<file path="config.mk">
export PLATFORM = sky130hd
export DESIGN_NAME = multiword_add_sequencer
export DESIGN_NICKNAME = d
export VERILOG_FILES = /design/src/rtl/alu_pkg.sv /design/src/rtl/multiword_add_sequencer_cla16.sv /design/src/rtl/multiword_add_sequencer.sv
export SDC_FILE = /design/constraint.sdc
export NUM_CORES = 1
export LEC_CHECK = 0
export ABC_AREA = 0
export BUFFER_PORTS_ARGS = -buffer_cell sky130_fd_sc_hd__buf_2
export CAP_MARGIN = 20
export CORE_ASPECT_RATIO = 1.4
export CORE_MARGIN = 3
export CORE_UTILIZATION = 55
export DETAILED_ROUTE_END_ITERATION = 10
export PLACE_DENSITY = 0.8
export RECOVER_POWER = 100
export SLEW_MARGIN = 40
export SYNTH_ARGS = -nofsm -noshare
export SYNTH_HDL_FRONTEND = slang
export SYNTH_SLANG_ARGS = --single-unit
export TNS_END_PERCENT = 30
</file>
<file path="constraint.sdc">
create_clock -name clk -period 5.6 [get_ports clk]
set_input_delay 0.28 -clock clk [delete_from_list [all_inputs] [get_ports clk]]
set_output_delay 0.28 -clock clk [all_outputs]
set_load 0.01 [all_outputs]
</file>
<file path="src/rtl/alu_pkg.sv">
// Shared ALU definitions: datapath word width and sequencer FSM encoding.
package alu_pkg;

  localparam int unsigned WORD_W = 16;

  typedef enum logic [1:0] {
    StIdle = 2'd0,
    StRun  = 2'd1,
    StDone = 2'd2
  } state_e;

endpackage

</file>
<file path="src/rtl/multiword_add_sequencer_cla16.sv">
// 16-bit carry-lookahead adder: four 4-bit groups joined by a lookahead carry unit.
module multiword_add_sequencer_cla16 (
  input  logic [15:0] a_i,
  input  logic [15:0] b_i,
  input  logic        c_i,
  output logic [15:0] sum_o,
  output logic        c_o,
  output logic        p_o,
  output logic        g_o
);

  logic [15:0] p, g, cb;
  logic [3:0]  gp, gg;
  logic [4:0]  cg;

  always_comb begin
    p  = a_i ^ b_i;
    g  = a_i & b_i;
    gp = '1;
    gg = '0;
    for (int k = 0; k < 4; k++) begin
      for (int j = 0; j < 4; j++) begin
        gg[k] = g[4*k+j] | (p[4*k+j] & gg[k]);
        gp[k] = gp[k] & p[4*k+j];
      end
    end

    cg[0] = c_i;
    cg[1] = gg[0] | (gp[0] & c_i);
    cg[2] = gg[1] | (gp[1] & gg[0]) | (gp[1] & gp[0] & c_i);
    cg[3] = gg[2] | (gp[2] & gg[1]) | (gp[2] & gp[1] & gg[0]) | (gp[2] & gp[1] & gp[0] & c_i);
    cg[4] = gg[3] | (gp[3] & gg[2]) | (gp[3] & gp[2] & gg[1]) | (gp[3] & gp[2] & gp[1] & gg[0])
          | (gp[3] & gp[2] & gp[1] & gp[0] & c_i);

    cb = '0;
    for (int k = 0; k < 4; k++) begin
      cb[4*k] = cg[k];
      for (int j = 1; j < 4; j++) begin
        cb[4*k+j] = g[4*k+j-1] | (p[4*k+j-1] & cb[4*k+j-1]);
      end
    end

    sum_o = p ^ cb;
    c_o   = cg[4];
    p_o   = &gp;
    g_o   = gg[3] | (gp[3] & gg[2]) | (gp[3] & gp[2] & gg[1]) | (gp[3] & gp[2] & gp[1] & gg[0]);
  end

endmodule

</file>
<file path="src/rtl/multiword_add_sequencer.sv">
// Multi-precision add/subtract: one 16-bit word per cycle, LSW first, through a shared CLA.
module multiword_add_sequencer
  import alu_pkg::*;
#(
  parameter int unsigned WORDS = 4
) (
  input  logic                  clk,
  input  logic                  rst_n,
  input  logic                  in_valid,
  output logic                  in_ready,
  input  logic [16*WORDS-1:0]   in_a,
  input  logic [16*WORDS-1:0]   in_b,
  input  logic                  in_sub,
  output logic                  out_valid,
  input  logic                  out_ready,
  output logic [16*WORDS-1:0]   out_sum,
  output logic                  out_c_out,
  output logic                  out_ovf
);

  localparam int unsigned OpW  = WORD_W * WORDS;
  localparam int unsigned IdxW = (WORDS > 1) ? $clog2(WORDS) : 1;
  localparam logic [IdxW-1:0] LastIdx = IdxW'(WORDS - 1);

  state_e          state_q, state_d;
  logic [OpW-1:0]  a_q, a_d, b_q, b_d, sum_q, sum_d;
  logic [IdxW-1:0] idx_q, idx_d;
  logic            carry_q, carry_d, c_out_q, c_out_d, ovf_q, ovf_d, valid_q, valid_d;

  logic [WORD_W-1:0] add_a, add_b, add_sum;
  logic              add_c, cla_p_unused, cla_g_unused;
  logic              accept, last_word, handshake;

  assign add_a     = a_q[WORD_W*idx_q +: WORD_W];
  assign add_b     = b_q[WORD_W*idx_q +: WORD_W];
  assign accept    = in_valid && (state_q == StIdle);
  assign last_word = (idx_q == LastIdx);
  assign handshake = valid_q && out_ready;

  multiword_add_sequencer_cla16 u_cla (
    .a_i   (add_a),
    .b_i   (add_b),
    .c_i   (carry_q),
    .sum_o (add_sum),
    .c_o   (add_c),
    .p_o   (cla_p_unused),
    .g_o   (cla_g_unused)
  );

  always_ff @(posedge clk or negedge rst_n) begin
    if (!rst_n) begin
      state_q <= StIdle;
      valid_q <= 1'b0;
    end else begin
      state_q <= state_d;
      valid_q <= valid_d;
    end
  end

  // The result is offered one cycle after DONE is entered, so out_valid is registered.
  always_comb begin
    state_d = state_q;
    valid_d = 1'b0;
    case (state_q)
      StIdle: if (in_valid) state_d = StRun;
      StRun:  if (last_word) state_d = StDone;
      StDone: begin
        valid_d = !handshake;
        if (handshake) state_d = StIdle;
      end
      default: state_d = StIdle;
    endcase
  end

  always_comb begin
    in_ready  = (state_q == StIdle);
    out_valid = valid_q;
  end

  always_comb begin
    a_d     = a_q;
    b_d     = b_q;
    sum_d   = sum_q;
    idx_d   = idx_q;
    carry_d = carry_q;
    c_out_d = c_out_q;
    ovf_d   = ovf_q;
    if (accept) begin
      a_d     = in_a;
      b_d     = in_sub ? ~in_b : in_b;
      carry_d = in_sub;
      idx_d   = '0;
    end else if (state_q == StRun) begin
      sum_d[WORD_W*idx_q +: WORD_W] = add_sum;
      carry_d = add_c;
      idx_d   = last_word ? '0 : idx_q + IdxW'(1);
      if (last_word) begin
        c_out_d = add_c;
        ovf_d   = (a_q[OpW-1] == b_q[OpW-1]) && (add_sum[WORD_W-1] != a_q[OpW-1]);
      end
    end
  end

  always_ff @(posedge clk or negedge rst_n) begin
    if (!rst_n) begin
      a_q     <= '0;
      b_q     <= '0;
      sum_q   <= '0;
      idx_q   <= '0;
      carry_q <= 1'b0;
      c_out_q <= 1'b0;
      ovf_q   <= 1'b0;
    end else begin
      a_q     <= a_d;
      b_q     <= b_d;
      sum_q   <= sum_d;
      idx_q   <= idx_d;
      carry_q <= carry_d;
      c_out_q <= c_out_d;
      ovf_q   <= ovf_d;
    end
  end

  assign out_sum   = sum_q;
  assign out_c_out = c_out_q;
  assign out_ovf   = ovf_q;

endmodule

</file>
==> results by group, run 1 <==
Yosys
  – Cell count after synthesis: 791
  – Yosys cell types: 38
  – Synth cell count leaders: 200 x dfrtp_1, 72 x a21oi_1, 72 x nor2_1
  – Syn_nets: 958
  – Most numerous cell in the Yosys netlist: dfrtp_1
  – Synth Cell Area: 0.00935 mm2
  – Register area share after synthesis: 53.5%
  – Yosys reg bits: 200
  – Top cell type's share of synthesized area: 53.5%
  – EDFF count, synth: 0
  – Cell taking the most area after synthesis: dfrtp_1
  – Syn Area/Cell: 11.8 um2
  – Fraction of registers with async set or reset after synthesis: 100%
  – Top area cells in the synthesized netlist: dfrtp_1 54%, mux2_2 7.7%, mux4_2 7.7%, xnor2_1 6.0%, a21oi_1 3.9%
  – Synth warn: 0
  – Dominant synthesized flop cell: dfrtp_1

Power and ir drop
  – Total power: 7.61 mW
  – Combinational power share: 49.8%
  – Leakage: 4.80 nW
  – Internal Power: 4.34 mW
  – P_sw: 3.27 mW
  – Sequential power share: 34.8%
  – VDD IR-drop max: 0.400 mV
  – Pwr dens: 696 mW/mm2
  – Net Sw Frac: 42.9%
  – Clk pwr share: 15.4%

Die
  – DIE WIDTH: 116 um
  – Overall die height: 160 um
  – Die area: 0.0186 mm2
  – Initial Util: 56.9%
  – CORE AREA: 0.0164 mm2
  – Num rows: 55
  – I/O pins: 201

Layout
  – Final std cells w/o fill: 1,180
  – Area delta synth->final: 16.9%
  – Final Instance Area: 0.0109 mm2
  – Nets: 1,135
  – Layout filler cell count: 1,239
  – Final core occ: 66.5%
  – ANT cells: 0
  – Share of layout cells above drive strength 1: 27.3%

Clock tree
  – Post-CTS Setup Bufs: 0
  – Worst-Skew Late Latency: 0.43 ns
  – Htree depth: 4
  – Clock tree root buffer cell: clkbuf_16
  – Clock buffer depth: 2
  – Inserted Clock Buffers: 17
  – Clock slew at reported path FFs: 0.07 ns
  – Sink Count: 200
  – CTS tree: built

Detailed routing
  – Drt wl/cell: 19.6 um
  – Via count: 6,621
  – Starting DRT DRC Count: 679
  – DR DRC count: 0
  – Via-to-Cell Ratio: 5.61
  – Routed Antenna Nets: 0
  – Initial DRT Pass Iterations: 5
  – Total Wirelength: 23,100 um

Setup path
  – Slowest cell on the critical path: dfrtp_4
  – Critical Path Fanout Max: 34
  – Critical path's top delay family: adder cells
  – Type of origin of the critical path: flip-flop
  – Crit path capture type: flip-flop
  – Crit path top cell by count: fa_1
  – Worst path cell trace: clkbuf_1 > mux4_2 > ha_1 > a41oi_1 > o21ai_0 > o21ba_1 > fa_1 > fa_1 > fa_1 > xor2_1 > and3_1 > nor2_1 > o21ai_0
  – Worst path required time: 5.94 ns
  – Critical path buffers and inverters: 1
  – Arr. time, crit path: 5.02 ns
  – Crit Path Class: flip-flop to flip-flop
  – CP max stage delay: 0.82 ns

STA
  – Slew headroom: -157%
  – Final setup fails: 0
  – Final Cycle Share: 83.6%
  – Clock Skews: 0.00946 ns
  – Setup TNS: 0 ns
  – Min cycle time layout: 4.68 ns
  – RSZ-0062 raised after global routing: no
  – Max-slew violation count: 267
  – Fmax achieved: 214 MHz
  – Worst-Margin Slew: 3.85 ns
  – Hold Vio Cnt, Final: 0

Placed design
  – PortBufs: 200
  – Post-DP Area: 0.0105 mm2
  – Detail Placement HPWL: 16,900 um
  – Placed Cells: 1,147
  – GP Congestion: 0.869

Global route
  – Vias in the first global route: 6,756
  – Total gr overflow: 0
  – First-pass GRT wire length: 36,100 um
  – Total Routing Usage GR: 25.3%
  – Initial antenna violation count: 0
  – Largest net degree at the start of global routing: 196

Worst hold path
  – Worst Hold Class: input pin to flip-flop

Flow run
  – Max_cap viols: 2

Run status
  – Failing checks: capacitance limit, slew limit
  – Status: complete, but fails checks
==> layout by cell type, fill, tap and decap left out, types with 2 or more instances in the layout <==
cell and n:
dfrtp_1 198, buf_2 130, nor2_1 72, a21oi_1 72
nand2_1 71, clkbuf_1 70, o21ai_0 69, mux2_2 64
xnor2_1 64, mux4_2 32, inv_1 30, ha_1 22
clkbuf_16 17, fa_1 12, xor2_1 4, inv_8 4
nand4_1 3, a211oi_1 3, o21bai_1 3, inv_6 3
clkinvlp_4 3, nand2_2 2, nand2b_1 2, or3_1 2
a2111oi_0 2, clkinv_2 2, clkinv_4 2, dfrtp_4 2
buf_6 2, clkbuf_2 2
==> layout make-up <==
class                      count  area, um2  share of cell area [%]
clock buffer                  17        425                    3.89
tap                          199        249                    2.28
sequential                   200       5010                    45.9
clock inverter                15        138                    1.26
timing repair buffer         205        956                    8.74
multi-input combinational    514       4040                    36.9
inverter                      30        113                    1.03
==> kinds of logic after synthesis <==
kind of cell	count (synthesis)	share of synthesized area [%]
simple gates	160	7.04
compound gates	156	8.79
buf+inv	77	3.37
flops	200	53.5
mux	96	15.4
xor+xnor	68	6.37
fa+ha+maj	34	5.51
==> routing by layer <==
metal / share of wire (%) / routed length, um / vias to the layer above / track usage [%]
met3: 5.7 / 1310 / 44 / 3.69
li1: - / - / 3069 / -
met2: 53 / 12300 / 259 / 43.4
met1: 38 / 8810 / 3249 / 32.6
met4: 3.1 / 710 / 0 / 9.18
met5: 0 / 0 / - / 0
==> flip-flops by register name (all words and copies together) (netlist names) <==
name,count
b_q,64
idx_q,2
out_c_out,1
a_q,64
out_valid,1
out_sum,64
carry_q,1
out_ovf,1
state_q,2
==> stage by stage <==
stage / worst slack [ns] / hold slack [ns]
after floorplan: 1.46 / -0.0156
after global placement: 0.970 / 0.316
after detailed placement: 1.07 / 0.321
after CTS: 0.973 / 0.0610
after global routing: 0.400 / 0.0573
final: 0.919 / 0.0695
==> worst paths after layout <==
path | endpoint | slack [ns] | cells past startpoint | from
max | out_ovf$_DFFE_PN0P_ | 0.92 | 13 | idx_q[0]$_DFFE_PN0P_
max reg2reg | out_ovf$_DFFE_PN0P_ | 0.92 | 13 | idx_q[0]$_DFFE_PN0P_
min reg2reg | out_valid$_DFF_PN0_ | 0.47 | 1 | out_valid$_DFF_PN0_
max in group asynchronous | b_q[6]$_DFFE_PN0P_ | 1.16 | 3 | rst_n
min in group asynchronous | out_sum[48]$_DFFE_PN0P_ | 1.72 | 2 | rst_n
min | out_valid$_DFF_PN0_ | 0.07 | 2 | out_ready
==> power by group through the flow <==
stage	clock [mW]	sequential (mW)	combinational (mW)
3_5_place_dp	0	2.65	3.81
5_1_grt	1.25	2.72	4.24
6_report	1.17	2.64	3.79
4_1_cts	1.19	2.63	3.84
2_1_floorplan	0	2.43	2.66
3_3_place_gp	0	2.62	3.65
==> timing repair <==
| action | 4_1_cts | 5_1_grt |
|---|---|---|
| gates resized for setup | 0 | 0 |
| hold endpoints to repair | 68 | 0 |
| hold buffers | 1 | 0 |
No activity file was read; power rests on OpenSTA's default activity.
==> run 2, diff against run 1 <==
Settings changed: CORE_UTILIZATION 55 to 50, PLACE_DENSITY 0.8 to 0.77.
Clock period 5.6 ns to 4.25 ns, I/O delays scaled along.
==> run 2 against run 1 <==
The run still ends with capacitance limit, slew limit left. Clock-buffer cell count did not move. Die area increased by 9.5%. Setup slack lost 0.68 ns. Largest power group unchanged.
==> results by group, run 2 (synthesized netlist as in run 1, its figures left out) <==
Run status
  – Status: complete, but fails checks (unchanged)
  – Failing checks: capacitance limit, slew limit (unchanged)

Layout
  – ANT cells: 0 (unchanged)
  – Share of layout cells above drive strength 1: 26.6% (was 27.3%)
  – Commonest non-fill, non-tap cell in the layout: dfrtp_1 (unchanged)
  – Nets: 1,173 (was 1,135)
  – Area delta synth->final: 22.1% (was 16.9%)
  – Commonest non-fill, non-tap cells in the layout: 198 x dfrtp_1, 130 x buf_2, 73 x nand2_1, 73 x clkbuf_1 (was 198 x dfrtp_1, 130 x buf_2, 72 x nor2_1, 72 x a21oi_1, 71 x nand2_1)
  – Final core occ: 62.9% (was 66.5%)
  – Layout filler cell count: 1,484 (was 1,239)

Placed design
  – GP Congestion: 0.841 (was 0.869)
  – PortBufs: 200 (unchanged)
  – Detail Placement HPWL: 17,300 um (was 16,900 um)

Setup path
  – Crit path capture type: flip-flop (unchanged)
  – Type of origin of the critical path: flip-flop (unchanged)
  – Register-to-register setup slack: 0.24 ns (was 0.92 ns)
  – Crit Path Class: flip-flop to flip-flop (unchanged)
  – Arr. time, crit path: 4.34 ns (was 5.02 ns)
  – Critical Path Fanout Max: 10 (was 34)
  – Worst path required time: 4.58 ns (was 5.94 ns)

STA
  – Final Cycle Share: 94.3% (was 83.6%)
  – Max-slew violation count: 124 (was 267)
  – Fmax achieved: 250 MHz (was 214 MHz)
  – Worst-Margin Slew: 3.02 ns (was 3.85 ns)
  – RSZ-0062 raised after global routing: no (unchanged)
  – Setup TNS: 0 ns (unchanged)
  – Hold Vio Cnt, Final: 0 (unchanged)
  – Slew headroom: -101% (was -157%)
  – Min cycle time layout: 4.01 ns (was 4.68 ns)
  – Clock Skews: 0.0130 ns (was 0.00946 ns)
  – Final setup fails: 0 (unchanged)

Power and ir drop
  – Leakage: 5.00 nW (was 4.80 nW)
  – Pwr dens: 906 mW/mm2 (was 696 mW/mm2)
  – VDD IR-drop max: 0.539 mV (was 0.400 mV)

Die
  – Initial Util: 51.6% (was 56.9%)
  – CORE AREA: 0.0181 mm2 (was 0.0164 mm2)
  – Overall die height: 168 um (was 160 um)
  – I/O pins: 201 (unchanged)
  – Num rows: 58 (was 55)
  – DIE WIDTH: 122 um (was 116 um)
  – Die area: 0.0204 mm2 (was 0.0186 mm2)

Global route
  – Total gr overflow: 0 (unchanged)
  – Total Routing Usage GR: 24.1% (was 25.3%)
  – First-pass GRT wire length: 37,700 um (was 36,100 um)
  – Initial antenna violation count: 0 (unchanged)
  – Vias in the first global route: 7,102 (was 6,756)
  – Largest net degree at the start of global routing: 125 (was 196)

Detailed routing
  – Initial DRT Pass Iterations: 5 (unchanged)
  – Total Wirelength: 24,000 um (was 23,100 um)
  – Starting DRT DRC Count: 562 (was 679)
  – DR DRC count: 0 (unchanged)
  – Via-to-Cell Ratio: 5.45 (was 5.61)
  – Drt wl/cell: 19.0 um (was 19.6 um)
  – Routed Antenna Nets: 0 (unchanged)
  – Via count: 6,856 (was 6,621)

Clock tree
  – Htree depth: 4 (unchanged)
  – Clock buffer depth: 2 (unchanged)
  – Worst-Skew Late Latency: 0.45 ns (was 0.43 ns)
  – Clock slew at reported path FFs: 0.08 ns (was 0.07 ns)
  – Sink Count: 200 (unchanged)
  – Inserted Clock Buffers: 17 (unchanged)
  – CTS tree: built (unchanged)
  – Clock tree root buffer cell: clkbuf_16 (unchanged)

Flow run
  – Max_cap viols: 1 (was 2)

Worst hold path
  – Worst Hold Class: input pin to flip-flop (unchanged)
## run 2: cell types whose count changed in the layout (fill, tap and decap cells not counted), moves of 4 or more
cell / delta
dlygate4sd3_1: +26
mux2_1: +4
o21ai_0: -4
mux2_2: -4
o21ai_1: +4
## run 2: final cells by class
class,count,area (um2),area share [%]
inverters,30,113,0.986
multi-input cells,514,4030,35.3
well taps,240,300,2.63
clock buffers,17,425,3.73
clock inverters,15,189,1.65
flip-flops and latches,200,5010,43.9
repair buffers,243,1350,11.8
## run 2: repair_timing
action / in CTS / in global routing
endpoints found under the setup margin: 0 / 5
buffers inserted: 0 / 1
hold endpoints to repair: 149 / 0
gates resized for setup: 0 / 5
hold buffers: 27 / 0
## run 2: worst max-delay path, stage by stage, from the launching register on
cell	delay, ns
dfrtp_2	0.41
clkbuf_1	0.16
clkbuf_16	0.20
mux4_2	0.57
ha_1	0.35
a41oi_1	0.12
o21ai_1	0.13
o21ba_1	0.20
fa_1	0.40
fa_1	0.42
fa_1	0.42
xor2_2	0.17
and3_1	0.18
nor2_1	0.09
o21ai_0	0.07
## run 2: final timing paths
kind | from | endpoint | depth (start not counted)
max in group asynchronous | rst_n | idx_q[1]$_DFFE_PN0P_ | 2
setup / recovery | idx_q[0]$_DFFE_PN0P_ | out_ovf$_DFFE_PN0P_ | 14
hold reg to reg | out_sum[36]$_DFFE_PN0P_ | out_sum[36]$_DFFE_PN0P_ | 2
setup reg to reg | idx_q[0]$_DFFE_PN0P_ | out_ovf$_DFFE_PN0P_ | 14
min in group asynchronous | rst_n | a_q[25]$_DFFE_PN0P_ | 2
hold / removal | in_a[22] | a_q[22]$_DFFE_PN0P_ | 2
## run 2: where the power goes
| group | switching, mW | internal [mW] | total (mW) |
|---|---|---|---|
| registers | 0.544 | 2.76 | 3.30 |
| clock network | 0.844 | 0.812 | 1.66 |
| logic | 3.11 | 2.28 | 5.39 |
| total | 4.50 | 5.85 | 10.3 |
## run 2: metrics by stage
step / worst slack (ns) / hold WS [ns] / std cells / total power [mW] / instance area, um2
floorplan: 0.111 / -0.0831 / 791 / 6.71 / 9350
global placement: 0.258 / 0.404 / 1197 / 8.51 / 10600
detailed placement: 0.171 / 0.253 / 1198 / 8.73 / 10600
CTS: 0.109 / 0.000210 / 1257 / 10.4 / 11500
global route: 0.0403 / 0.00445 / 1259 / 11.1 / 11400
finish: 0.243 / 0.0101 / 1259 / 10.3 / 11400
## run 2: per-layer routing
metal | global-route usage [%] | routed length [um] | vias up
li1 | - | - | 3144
met1 | 29.2 | 9170 | 3409
met2 | 41.9 | 12500 | 236
met3 | 2.96 | 1070 | 67
met4 | 12.6 | 1230 | 0
met5 | 0 | 0 | -
